**src/rtl/memory_stage_pkg.sv**
```systemverilog
// Shared definitions for the MEM pipeline stage: state encoding, widths and
// the x0 register index.
package memory_stage_pkg;

    localparam int unsigned XLEN_DEF  = 32;
    localparam int unsigned REG_IDX_W = 5;
    localparam int unsigned CNT_W     = 8;   // wide enough for TIMEOUT up to 255

    localparam logic [REG_IDX_W-1:0] REG_X0 = REG_IDX_W'(0);

    typedef enum logic {
        IDLE = 1'b0,
        WAIT = 1'b1
    } state_e;

endpackage

```
**src/rtl/mem_wb_reg.sv**
```systemverilog
// MEM/WB pipeline register with bubble insertion.
// Ports:
//   clk, rst            clock, async active-high reset
//   stall               hold data/rd and insert a bubble (we=0)
//   wb_data_d/rd_d/we_d next-state values from the MEM stage
//   WB_DATA/WB_RD/WB_WE registered write-back outputs
module mem_wb_reg
    import memory_stage_pkg::*;
#(
    parameter int unsigned XLEN = XLEN_DEF
) (
    input  logic                 clk,
    input  logic                 rst,
    input  logic                 stall,
    input  logic [XLEN-1:0]      wb_data_d,
    input  logic [REG_IDX_W-1:0] wb_rd_d,
    input  logic                 wb_we_d,
    output logic [XLEN-1:0]      WB_DATA,
    output logic [REG_IDX_W-1:0] WB_RD,
    output logic                 WB_WE
);

    // Stall keeps data/rd so the bypass value stays coherent; only we drops.
    always_ff @(posedge clk or posedge rst) begin
        if (rst) begin
            WB_DATA <= '0;
            WB_RD   <= '0;
            WB_WE   <= 1'b0;
        end else if (stall) begin
            WB_WE   <= 1'b0;
        end else begin
            WB_DATA <= wb_data_d;
            WB_RD   <= wb_rd_d;
            WB_WE   <= wb_we_d;
        end
    end

endmodule

```
**src/rtl/memory_stage.sv**
```systemverilog
// Pipeline MEM stage: data-memory access over a req/ack handshake, stall
// generation while an access is outstanding, access timeout, MEM/WB register
// and forwarding bypass values.
// Optional feature: define MEM_ALIGN_CHECK_EN to reject misaligned memops
// (no request, no write-back, one-cycle MISALIGN pulse).
// Ports:
//   clk, rst                               clock, async active-high reset
//   ALU_OUT, WD, RD, ME_WE                 execute-stage results/control
//   MEM_WE_ME, MEM_REG_ME                  store / load request
//   DM_REQ, DM_WE, DM_ADDR, DM_WDATA       data-memory request (combinational)
//   DM_RDATA, DM_ACK                       data-memory response
//   STALL                                  freeze upstream pipeline
//   BP_MEM, BP_WB                          forwarding values
//   WB_DATA, WB_RD, WB_WE                  MEM/WB register
//   MISALIGN                               (MEM_ALIGN_CHECK_EN only)
//   BUS_ERR                                one-cycle timeout pulse
module memory_stage
    import memory_stage_pkg::*;
#(
    parameter int unsigned XLEN    = XLEN_DEF,
    parameter int unsigned TIMEOUT = 15
) (
    input  logic                 clk,
    input  logic                 rst,
    input  logic [XLEN-1:0]      ALU_OUT,
    input  logic [XLEN-1:0]      WD,
    input  logic [REG_IDX_W-1:0] RD,
    input  logic                 ME_WE,
    input  logic                 MEM_WE_ME,
    input  logic                 MEM_REG_ME,
    output logic                 DM_REQ,
    output logic                 DM_WE,
    output logic [XLEN-1:0]      DM_ADDR,
    output logic [XLEN-1:0]      DM_WDATA,
    input  logic [XLEN-1:0]      DM_RDATA,
    input  logic                 DM_ACK,
    output logic                 STALL,
    output logic [XLEN-1:0]      BP_MEM,
    output logic [XLEN-1:0]      BP_WB,
    output logic [XLEN-1:0]      WB_DATA,
    output logic [REG_IDX_W-1:0] WB_RD,
    output logic                 WB_WE,
`ifdef MEM_ALIGN_CHECK_EN
    output logic                 MISALIGN,
`endif
    output logic                 BUS_ERR
);

    state_e             state;
    logic [CNT_W-1:0]   count;

    logic               memop_c;
    logic               is_load_c;
    logic               misalign_c;
    logic               req_c;
    logic               abandon_c;
    logic [XLEN-1:0]    wb_data_d;
    logic               wb_we_d;

    assign memop_c   = MEM_WE_ME | MEM_REG_ME;
    // Store wins when both are requested, so it is only a load without a store.
    assign is_load_c = MEM_REG_ME & ~MEM_WE_ME;

`ifdef MEM_ALIGN_CHECK_EN
    assign misalign_c = memop_c & (ALU_OUT[1:0] != 2'b00);
`else
    assign misalign_c = 1'b0;
`endif

    assign req_c     = memop_c & ~misalign_c;
    assign abandon_c = (state == WAIT) & ~DM_ACK & (count == CNT_W'(TIMEOUT));

    // Memory interface; upstream holds these stable while stalled.
    assign DM_REQ   = ~rst & ((state == WAIT) | req_c);
    assign DM_WE    = MEM_WE_ME;
    assign DM_ADDR  = ALU_OUT;
    assign DM_WDATA = WD;

    // Stall drops in the cycle the access completes or is abandoned.
    assign STALL = DM_REQ & ~DM_ACK & ~abandon_c;

    assign BP_MEM = ALU_OUT;
    assign BP_WB  = WB_DATA;

    // Write-back next values; a failed load writes nothing and zeroes data.
    always_comb begin
        wb_data_d = ALU_OUT;
        if (is_load_c) begin
            wb_data_d = (abandon_c | misalign_c) ? '0 : DM_RDATA;
        end
        wb_we_d = ME_WE & (RD != REG_X0) & ~(is_load_c & abandon_c) & ~misalign_c;
    end

    // Access FSM with wait-cycle counter and timeout pulse.
    always_ff @(posedge clk or posedge rst) begin
        if (rst) begin
            state   <= IDLE;
            count   <= '0;
            BUS_ERR <= 1'b0;
`ifdef MEM_ALIGN_CHECK_EN
            MISALIGN <= 1'b0;
`endif
        end else begin
            BUS_ERR <= 1'b0;
`ifdef MEM_ALIGN_CHECK_EN
            MISALIGN <= misalign_c & (state == IDLE);
`endif
            case (state)
                IDLE: begin
                    if (req_c & ~DM_ACK) begin
                        state <= WAIT;
                        count <= CNT_W'(1);
                    end
                end
                WAIT: begin
                    if (DM_ACK) begin
                        state <= IDLE;
                        count <= '0;
                    end else if (count == CNT_W'(TIMEOUT)) begin
                        state   <= IDLE;
                        count   <= '0;
                        BUS_ERR <= 1'b1;
                    end else begin
                        count <= count + CNT_W'(1);
                    end
                end
                default: begin
                    state <= IDLE;
                    count <= '0;
                end
            endcase
        end
    end

    mem_wb_reg #(
        .XLEN (XLEN)
    ) u_mem_wb_reg (
        .clk       (clk),
        .rst       (rst),
        .stall     (STALL),
        .wb_data_d (wb_data_d),
        .wb_rd_d   (RD),
        .wb_we_d   (wb_we_d),
        .WB_DATA   (WB_DATA),
        .WB_RD     (WB_RD),
        .WB_WE     (WB_WE)
    );

endmodule

```
**config.mk**
```make
export PLATFORM = sky130hd
export DESIGN_NAME = memory_stage
export DESIGN_NICKNAME = d
export VERILOG_FILES = /design/src/rtl/memory_stage_pkg.sv /design/src/rtl/mem_wb_reg.sv /design/src/rtl/memory_stage.sv
export SDC_FILE = /design/constraint.sdc
export NUM_CORES = 1
export LEC_CHECK = 0
export CAP_MARGIN = 10
export CORE_AREA = 2 2 106 108
export CTS_BUF_LIST = sky130_fd_sc_hd__clkbuf_2
export CTS_CLUSTER_SIZE = 25
export DETAILED_ROUTE_END_ITERATION = 6
export DIE_AREA = 0 0 108 110
export GPL_TIMING_DRIVEN = 0
export PLACE_DENSITY = 0.78
export SKIP_CTS_REPAIR_TIMING = 1
export SYNTH_ARGS = -nofsm -noshare
export SYNTH_HDL_FRONTEND = slang
export SYNTH_HIERARCHICAL = 1
export SYNTH_SLANG_ARGS = --single-unit
```
**constraint.sdc**
```tcl
create_clock -name clk -period 3.3 [get_ports clk]
set_clock_uncertainty 0.15 [all_clocks]
set_input_delay 0.33 -clock clk [delete_from_list [all_inputs] [get_ports clk]]
set_output_delay 0.33 -clock clk [all_outputs]
set_load 0.02 [all_outputs]
```
# Word-level counts from Yosys, hierarchy flattened
# Index checks and enable logic that the tools add are counted.
dict set report totals {
  regBits 48
  latch_bits 0
  ram_bits 0
  mem_bits_ro 0
  inputBits 107
  out_inout_bits 170
  elab_cells 42
  mem_count 0
}
dict set report classes {
  n_addsub 1
  mul 0
  div_mod_pow 0
  n_lt_le_gt_ge 0
  n_eq_ne 2
  n_shift 0
  n_mux 14
  n_bitwise 18
  reduce_logical 1
}
# operator count
set op_table {}
lappend op_table {{$mux W32} 2}
lappend op_table {{$mux W8} 3}
lappend op_table {{$pmux W8 S2} 1}
lappend op_table {{$and A1 B1 Y1} 10}
lappend op_table {{$add A8 B1 Y8 const B} 1}
lappend op_table {{$eq A8 B4 Y1 const B} 1}
lappend op_table {{$mux W1} 7}
lappend op_table {{$not A1 Y1} 6}
lappend op_table {{$reduce_bool A5 Y1} 1}
lappend op_table {{$ne A2 B2 Y1 const B} 1}
lappend op_table {{$or A1 B1 Y1} 2}
lappend op_table {{$pmux W1 S2} 1}

# Depth between registers and ports, before layout
dict set report depth {
  ltp_word 7
  ltp_mapped 7
  ltp_nobuf 6
}

# Modules after synthesis
# Netlist, hierarchy kept.
# mod n_inst cells_each area_each_um2 seq_area_each_um2
set modules_own_cells {}
lappend modules_own_cells {memory_stage 1 228 1869.3 250.2}
lappend modules_own_cells {mem_wb_reg 1 81 1487.7 950.9}

# Worst setup path after synthesis
# OpenSTA, ideal clock, no wires.
dict set report synth_timing {
  kind {register to register}
  start {register count[0]}
  end {register u_mem_wb_reg.WB_DATA[19]}
  setup_ps 125
  arrival_ps 2447
  required_ps 3025
  setup_slack_ps 577
  path_stages_with_launch 8
  n_path_buf 2
  synth_period_minus_slack_ps 2723
  path_cell_list {dfrtp_1 ha_1 nand4b_1 nor3_4 nor4_1 buf_6 buf_6 mux2_4}
}
dict set report synth_via {
  elab_chain_cells 4
  word_cells_on_any_way 6
  cone_classes {1 x eq/ne; 2 x mux; 3 x bitwise}
}
# element line
set synth_rtl {}
lappend synth_rtl {{start: declaration} memory_stage.sv:50} ;# logic [CNT_W-1:0] count;
lappend synth_rtl {{start signal: assignment} memory_stage.sv:124} ;# count <= count + CNT_W'(1);
lappend synth_rtl {{$eq A8 B4 Y1} memory_stage.sv:71} ;# assign abandon_c = (state == WAIT) & ~DM_ACK & (count == CNT_W'(TIMEOUT));
lappend synth_rtl {{$and A1 B1 Y1} memory_stage.sv:71}
lappend synth_rtl {{$not A1 Y1} memory_stage.sv:80} ;# assign STALL = DM_REQ & ~DM_ACK & ~abandon_c;
lappend synth_rtl {{$and A1 B1 Y1} memory_stage.sv:80}
lappend synth_rtl {{named net STALL} memory_stage.sv:37} ;# output logic STALL,
lappend synth_rtl {{end signal: assignment} mem_wb_reg.sv:32} ;# WB_DATA <= wb_data_d;
lappend synth_rtl {{end: declaration} mem_wb_reg.sv:18} ;# output logic [XLEN-1:0] WB_DATA,
# The timed path passes the listed nets, and every way through them passes these cells.
# A chain may end at the register's enable or synchronous reset.

# Worst setup path after layout
dict set report layout_timing {
  start {register count[0]}
  end {output port STALL}
}
dict set report layout_via {
  elab_chain_cells 4
}
# element line
set layout_rtl {}
lappend layout_rtl {{$eq A8 B4 Y1} memory_stage.sv:71}
lappend layout_rtl {{$and A1 B1 Y1} memory_stage.sv:71}
lappend layout_rtl {{$not A1 Y1} memory_stage.sv:80}
lappend layout_rtl {{$and A1 B1 Y1} memory_stage.sv:80}
lappend layout_rtl {{end: declaration} memory_stage.sv:37}
# Every way passes these cells.

==> impl_metrics.ini <==
[run_status]
status = complete, no violations

[global_routing]
grt_pass1_vias = 3001
gr-usage-met1 = 0.1827
grt_pass1_wl_um = 15410
grt.total_usage = 0.1642
busiest_layer = met2
grt_max_degree = 39
overflow = 0
met2_usage = 0.3208
antenna_found_initial = 0
use_met3 = 0.04056

[placed_design]
dpl.hpwl_um = 8633
gp_congestion = 0.7912
port_buffers = 244
placed_cells = 693

[yosys]
async_flop_share = 1.000
syn-num-nets = 417
yosysUniqueCellTypes = 35
avgSynthCellArea_sq_um = 10.86
yosys-top-cells-count = buf_4, dfrtp_1, a22o_1
synth-edff-count = 0
postSynthCellCount = 309
synthesis.area_sq_mm = 0.003357
synth_area_leaders = dfrtp_1, buf_4, a22o_1
yosys_register_bits = 48
synthFlopType = dfrtp_1
synth_seq_area_share = 0.3578
synth_top_cell_area_share = 0.3578
synth.largest_area_cell = dfrtp_1
yosysMostFrequentCell = buf_4
synth_warnings = 6

[critical_path]
worst-path-max-fanout = 4
cpPeakStageDelay_ps = 700
cp-end-kind = primary output
crit_type = reg -> out
path_buf_inv = 1
crit_path_cell_trace = ha_1, nand4b_1, nor3_4, nor4_2, clkdlybuf4s50_1
crit_family = simple AND/OR/NAND/NOR gates
crit_slowest_cell = clkdlybuf4s50_1
startpoint_type = register
crit_arrival_ps = 2610
worstPathRequired_ps = 2820

[route]
routed_wl_um = 10610
drc = 0
wl_per_cell_um = 15.14
dr.pass1.iters = 4
dr_total_vias = 3020
antenna_left = 0
drt_iter0_markers = 91
vias_per_cell = 4.308

[hold_path]
holdCritPathClass = in -> async

[sta]
fmax_ghz = 0.3235
worstMarginPinSlew_ps = 848.3
layout_min_cycle_time_ps = 3091
rsz0062_at_grt = no
hold_viol_final = 0
slew_viol_final = 0
fin_setup_tns_ps = 0
finalCritPeriodShare = 0.9368
slew_headroom = 0.4337
setup_violations = 0

[clock_tree]
clock_path_buffers = 2
cts_made_buffers = 5
cts_root_buf = clkbuf_2
clk_pin_slew_worst_paths_ps = 310
h-tree-depth = 2
cts.sinks = 48
worstSkewPairLatency_ps = 440
tritoncts = yes

[final_layout]
nNetsFinal = 668
drive_above_1_share = 0.3351
n_antenna_cell = 0
syn_to_final_growth_pct = 80.95
final_cells = 701

[floorplan]
core_sq_mm = 0.01070
fp.dieW_um = 108
fp.dieH_um = 110
start_util = 0.3138
num_rows = 38
io_pins = 277
dieArea_sq_mm = 0.01188

[power]
p_leak_nw = 2.731
ir_drop_uv = 155.2
powerDensity_mw_per_mm2 = 347.2

[job]
max_cap_violations = 0
## cells by family (layout without fill, tap and decap cells)
group / after synthesis / count (layout) / synth area share
compound gates: 54 / 54 / 0.1260
fa+ha+maj: 1 / 1 / 0.003727
buf+inv: 144 / 396 / 0.3190
flops: 48 / 48 / 0.3578
mux: 38 / 38 / 0.1483
simple gates: 24 / 24 / 0.04510
## stage by stage
step | util | worst slack, ps | hold WS (ps) | power, mW | cell area [sq um]
global placement | 0.5585 | 251.3 | 324.0 | 1.690 | 5974
floorplan | - | 577.4 | 20.18 | 1.228 | 3357
CTS | 0.5673 | 3.728 | 45.77 | 2.129 | 6068
detailed placement | 0.5585 | 271.9 | 344.2 | 1.705 | 5974
global route | 0.5678 | 39.56 | 55.09 | 2.208 | 6075
finish | 0.5678 | 208.6 | 90.15 | 2.109 | 6075
## layout by cell type, fill, tap and decap left out, types with 2 or more instances in the layout
master,netlist,final
mux2_2,18,18
o21ai_1,3,3
dfrtp_1,48,48
a22o_1,34,34
mux2_4,19,19
buf_4,129,129
o21ai_0,7,7
clkdlybuf4s50_1,0,244
nand2b_1,2,2
and3_1,3,3
bufinv_16,0,2
clkbuf_2,0,5
a21oi_1,2,2
nor3b_1,2,2
nand2_1,3,3
a21o_1,2,2
nor2_1,4,4
clkbuf_1,4,4
inv_1,4,3
nor2b_1,2,2
buf_6,6,6
## metal layers
metal	share of wire	wire (um)
met4	0.0049	52
met2	0.54	5740
met3	0.077	822
met1	0.38	3999
met5	0	0
## power breakdown
part | leakage (nW) | switching, mW | internal, mW
clock network | 0.0536 | 0.216 | 0.207
registers | 0.586 | 0.0488 | 0.649
logic | 2.09 | 0.418 | 0.571
total | 2.73 | 0.682 | 1.43
## state kept, by name (all words and copies together), names as in the netlist
signal                count
BUS_ERR                   1
u_mem_wb_reg/WB_RD        5
u_mem_wb_reg/WB_WE        1
u_mem_wb_reg/WB_DATA     32
state                     1
count                     8
## worst reg2reg max path: cells and delay by family, from the launching register on
kind / cells / cell delay [ps]
flops: 1 / 480
fa+ha+maj: 1 / 250
buf+inv: 2 / 430
simple gates: 3 / 740
mux: 1 / 320
## layout make-up
type / count / area [sq um]
fillers: 906 / 4623
flip-flops and latches: 48 / 1201
well taps: 140 / 175.2
clock buffers: 5 / 25.02
multi-input cells: 117 / 1091
inverters: 4 / 15.01
clock inverters: 3 / 68.82
plain buffers: 140 / 1056
repair buffers: 244 / 2442
## worst paths after layout
check	start	end	slack, ps	depth (start not counted)
max reg2reg	count[0]	u_mem_wb_reg/WB_DATA[15]	830	7
min in group clk	RD[1]	u_mem_wb_reg/WB_RD[1]	350	2
max	count[0]	STALL	210	5
min	rst	count[0]	90	2
max in group asynchronous	rst	u_mem_wb_reg/WB_DATA[9]	2140	2
min reg2reg	count[0]	count[0]	380	1
Note: power is estimated with default switching activity, not from simulation.
